## config.mk

```make
export PLATFORM = sky130hd
export DESIGN_NAME = or1200_lsu_pad_arbiter
export DESIGN_NICKNAME = d
export VERILOG_FILES = /design/src/rtl/or1200_lsu_pad_arbiter.sv
export SDC_FILE = /design/constraint.sdc
export NUM_CORES = 1
export LEC_CHECK = 0
export BUFFER_PORTS_ARGS = -buffer_cell sky130_fd_sc_hd__buf_4
export CORE_UTILIZATION = 25
export CTS_CLUSTER_SIZE = 30
export DETAILED_ROUTE_END_ITERATION = 7
export PLACE_DENSITY = 0.44
export RECOVER_POWER = 50
export SETUP_SLACK_MARGIN = 0.1
export SYNTH_ARGS = -nofsm -noshare
export SYNTH_HDL_FRONTEND = slang
export SYNTH_SLANG_ARGS = --single-unit
```

## constraint.sdc

```tcl
create_clock -name clk -period 9.8 [get_ports clk]
set_clock_uncertainty 0.05 [all_clocks]
set_input_delay 2.94 -clock clk [delete_from_list [all_inputs] [get_ports clk]]
set_output_delay 2.94 -clock clk [all_outputs]
set_load 0.01 [all_outputs]
```

## src/rtl/or1200_lsu_pad_arbiter.sv

```systemverilog
// rtl/or1200_lsu_pad_arbiter.sv - shares one multi-cycle pad core between LSU and IF requesters
module or1200_lsu_pad_arbiter #(
    parameter int TIMEOUT = 64,
    parameter int TO_W    = 7
) (
    input  logic        clk,
    input  logic        rst,
    input  logic        lsu_req,
    input  logic [31:0] lsu_addr,
    output logic        lsu_ack,
    output logic [31:0] lsu_pad,
    input  logic        if_req,
    input  logic [31:0] if_addr,
    output logic        if_ack,
    output logic [31:0] if_pad,
    input  logic        flush,
    input  logic        cfg_ctr_we,
    input  logic [31:0] cfg_ctr,
    input  logic        cfg_clr_err,
    output logic        core_start,
    output logic [31:0] core_addr,
    output logic [31:0] core_ctr,
    input  logic        core_done,
    input  logic [31:0] core_pad,
    output logic        pad_err,
    output logic        busy
);

    typedef enum logic [1:0] {S_IDLE, S_ISSUE, S_WAIT, S_RESP} state_t;

    state_t          state;
    logic            grant_if;
    logic            last_if;
    logic            discard;
    logic [TO_W-1:0] to_cnt;
    logic [31:0]     ctr;
    logic            pick_if;
    logic            to_hit;

    // On a tie the requester that was not served last wins.
    always_comb begin
        pick_if = (lsu_req && if_req) ? !last_if : if_req;
    end

    assign to_hit = (state == S_WAIT) && !core_done &&
                    ((to_cnt + 1'b1) == TO_W'(TIMEOUT - 1));

    // Acks see the live req/flush so a dropped request or a late flush suppresses them.
    assign lsu_ack = (state == S_RESP) && !grant_if && lsu_req && !discard && !flush;
    assign if_ack  = (state == S_RESP) &&  grant_if && if_req  && !discard && !flush;

    always_ff @(posedge clk or posedge rst) begin
        if (rst) begin
            state      <= S_IDLE;
            grant_if   <= 1'b0;
            last_if    <= 1'b1;
            discard    <= 1'b0;
            to_cnt     <= '0;
            ctr        <= '0;
            lsu_pad    <= '0;
            if_pad     <= '0;
            core_start <= 1'b0;
            core_addr  <= '0;
            core_ctr   <= '0;
            pad_err    <= 1'b0;
            busy       <= 1'b0;
        end else begin
            core_start <= 1'b0;
            if (cfg_ctr_we)
                ctr <= cfg_ctr;
            if (to_hit)
                pad_err <= 1'b1;
            else if (cfg_clr_err)
                pad_err <= 1'b0;

            case (state)
                S_IDLE: begin
                    if (!pad_err && !flush && (lsu_req || if_req)) begin
                        grant_if   <= pick_if;
                        core_addr  <= pick_if ? if_addr : lsu_addr;
                        core_ctr   <= ctr;
                        core_start <= 1'b1;
                        busy       <= 1'b1;
                        state      <= S_ISSUE;
                    end
                end
                S_ISSUE: begin
                    to_cnt <= '0;
                    if (flush)
                        discard <= 1'b1;
                    state <= S_WAIT;
                end
                S_WAIT: begin
                    if (flush)
                        discard <= 1'b1;
                    if (core_done) begin
                        if (grant_if)
                            if_pad <= core_pad;
                        else
                            lsu_pad <= core_pad;
                        state <= S_RESP;
                    end else if (to_hit) begin
                        discard <= 1'b0;
                        busy    <= 1'b0;
                        state   <= S_IDLE;
                    end else begin
                        to_cnt <= to_cnt + 1'b1;
                    end
                end
                S_RESP: begin
                    last_if <= grant_if;
                    discard <= 1'b0;
                    busy    <= 1'b0;
                    state   <= S_IDLE;
                end
                default: state <= S_IDLE;
            endcase
        end
    end

endmodule

```

==> qor.txt <==
Status: complete, but fails checks
Failing checks: capacitance limit, slew limit
Static leakage: 4.36 nW
Number of synthesized flops with an enable pin: 0
Syn_area_per_cell: 13.7 um2
CTS Buf Count: 17
Main combinational cell family by area after synthesis: multiplexers
Setup TNS: 0 ps
Postcts setup bufs: 0
Clock Path Buffers: 2
Commonest non-fill, non-tap cell in the layout: buf_4
Final non-filler cell total: 1176
Ys flop type: dfrtp_1
Critical R2R Launch: state[1]
Global route overflow: 0
DRT Pass-1 Iters: 4
Synth warn: 0
Multiplexer share of the synthesized area: 24.9%
Compound-cell area share of the yosys netlist: 5.37%
I/O Buffers: 268
Syn-to-layout area delta: 36.9%
DP HPWL: 13700 um
Critical Path Start Type: primary input
Post-route ant nets: 0
Final Max Tran Viols: 139
WS Path Type: primary input to primary output
Vias in the first global route: 5412
Minimum clock period: 6500 ps
Residual DRC count: 0
TritonCTS clock tree: done
Pwr Total: 2.94 mW
Row count: 61
Final worst-path cycle share: 66.3%
Maximum fanout along the worst path: 4
Overall Global Routing Usage: 13.4%
Hold_buf cts: 0
First-pass GRT wire length: 30100 um
Synth unique cells: 44
Core area: 28000 um2
Clock sink count: 175
Vias: 5089
Arr. time, crit path: 3510 ps
Commonest cells after routing, fill and taps aside: buf_4 (189), dfrtp_1 (174), mux2_2 (129)
Adder-Cell Fraction of Synth Area: 0.349%
Per-cell routed wire length: 16.6 um
Post-Syn Area: 7180 um2
Max VDD drop: 0.0926 mV
Hold depth: 1
Cts repair resizes: 0
Root Buffer: clkbuf_16
Worst Hold Path EP: core_ctr[3]
H-tree levels: 4
Largest net degree at the start of global routing: 106
Post-Synth Simple-Gate Area: 5.40%
Layout cells sized above 1: 44.8%
Async S/R FF share, synth: 100%
Setup violators final: 0
Power density over the cells: 300 nW/um2
Hold Crit Class: flip-flop to flip-flop
DR iter-0 viols: 177
Ports: 269
Cell count after synthesis: 523
Min-delay src: ctr[3]
Worst Tran Pin Value: 4720 ps
Reg clk slew, reported paths: 80 ps
Critical register-to-register path endpoint: core_ctr[9]
Clk Latency, worst-skew pair: 430 ps
Yosys reg bits: 175
RSZ-0062 raised after global routing: false
Headroom to the max-slew limit: -217%
Register-to-register setup slack: 6230 ps
GPL Wtd Cong: 0.716
Post-Route WL: 19500 um
Xor/xnor share of the synthesized area: 0.122%
Fmax: 0.154 GHz
Die area: 29400 um2
Die width: 171 um
Hold Vio Cnt, Final: 0
Max Cap Viol: 2
Vias per inst: 4.33
Die H: 171 um
Initial core utilization: 25.6%
Hold slack: 440 ps
Register area share after synthesis: 61.0%
Placed insts: 1143
CP required: 6810 ps
Initial antenna violation count: 1
Setup crit end kind: primary output
Mapped Nets: 661
FF-to-FF path depth: 5
Nets: 922
cell usage after synthesis (2+ instances only):
| library cell | count | area share [%] |
|---|---|---|
| buf_4 | 6 | 0.63 |
| buf_6 | 4 | 0.63 |
| nand2_1 | 18 | 0.94 |
| nand4_1 | 2 | 0.17 |
| mux2_2 | 129 | 20 |
| a21o_1 | 5 | 0.52 |
| or2_1 | 2 | 0.17 |
| a311oi_1 | 2 | 0.24 |
| o21ai_0 | 4 | 0.28 |
| mux2i_1 | 32 | 4.5 |
| buf_2 | 7 | 0.49 |
| buf_1 | 5 | 0.26 |
| o211ai_1 | 3 | 0.31 |
| dfrtp_1 | 174 | 61 |
| nor3_1 | 5 | 0.35 |
| o31ai_1 | 2 | 0.21 |
| inv_1 | 6 | 0.31 |
| nor4_1 | 6 | 0.52 |
| nand2b_1 | 2 | 0.17 |
| a21oi_1 | 39 | 2.7 |
| ha_1 | 2 | 0.35 |
| nand3_1 | 2 | 0.14 |
| a32o_1 | 3 | 0.42 |
| nor2_1 | 36 | 1.9 |
| clkbuf_1 | 8 | 0.42 |
where the power goes:
group / internal [mW] / leakage, nW / switching, mW
clock: 0.353 / 0.296 / 0.343
combinational: 0.514 / 2.01 / 0.521
sequential: 1.03 / 2.06 / 0.188
total: 1.89 / 4.36 / 1.05
stage by stage:
stage / instance area, um2 / setup WS (ps) / utilization [%]
finish: 9820 / 3300 / 35.1
global route: 9820 / 2490 / 35.1
CTS: 10200 / 3290 / 36.2
detailed placement: 9550 / 3290 / 34.1
global placement: 9550 / 3290 / 34.1
floorplan: 7180 / 2070 / -
flip-flops by register name (all words and copies together), names as in the netlist, 2 cells and up:
register   count
core_addr     32
core_ctr      32
ctr           32
if_pad        32
lsu_pad       32
to_cnt         7
state          2
routing by layer:
layer | share of wire (%) | vias to the layer above | GRT usage, % | wire [um]
met4 | 2.0 | 0 | 4.77 | 385
li1 | - | 2386 | - | -
met2 | 52 | 140 | 23.1 | 10200
met3 | 5.3 | 18 | 3.47 | 1030
met5 | 0 | - | 0 | 0
met1 | 41 | 2545 | 15.9 | 7920
kinds of logic (layout without fill, tap and decap cells):
logic type                 Yosys count  count (layout)
other                                0               1
muxes                              162             162
xor gates and xnor gates             1               1
buffers and inverters               38             312
DFF                                175             175
adders and majority gates            2               2
and+or+nand+nor                     81              81
AOI/OAI and AO/OA                   64              64
worst max-delay path by stage:
stage	slack [ps]	cells past startpoint	startpoint	end
2_1_floorplan	2070	1	rst	busy
3_3_place_gp	3290	3	flush	lsu_ack
3_5_place_dp	3290	3	flush	lsu_ack
4_1_cts	3290	3	flush	lsu_ack
5_1_grt	2490	3	rst	core_addr[3]
6_report	3300	3	flush	if_ack
critical path, stage by stage:
cell      delay [ps]
clkbuf_1         110
nor4_1           280
buf_4            170
area by class of cell:
class                   instances  area, um2
diodes                          1       2.50
clock buffers                  18        439
clock inverters                14        165
fillers                      2855      18200
inverters                       7       27.5
multi-input cells             310       2600
flip-flops and latches        175       4380
well taps                     378        473
repair buffers                273       1740
(Power assumes the default switching activity.)
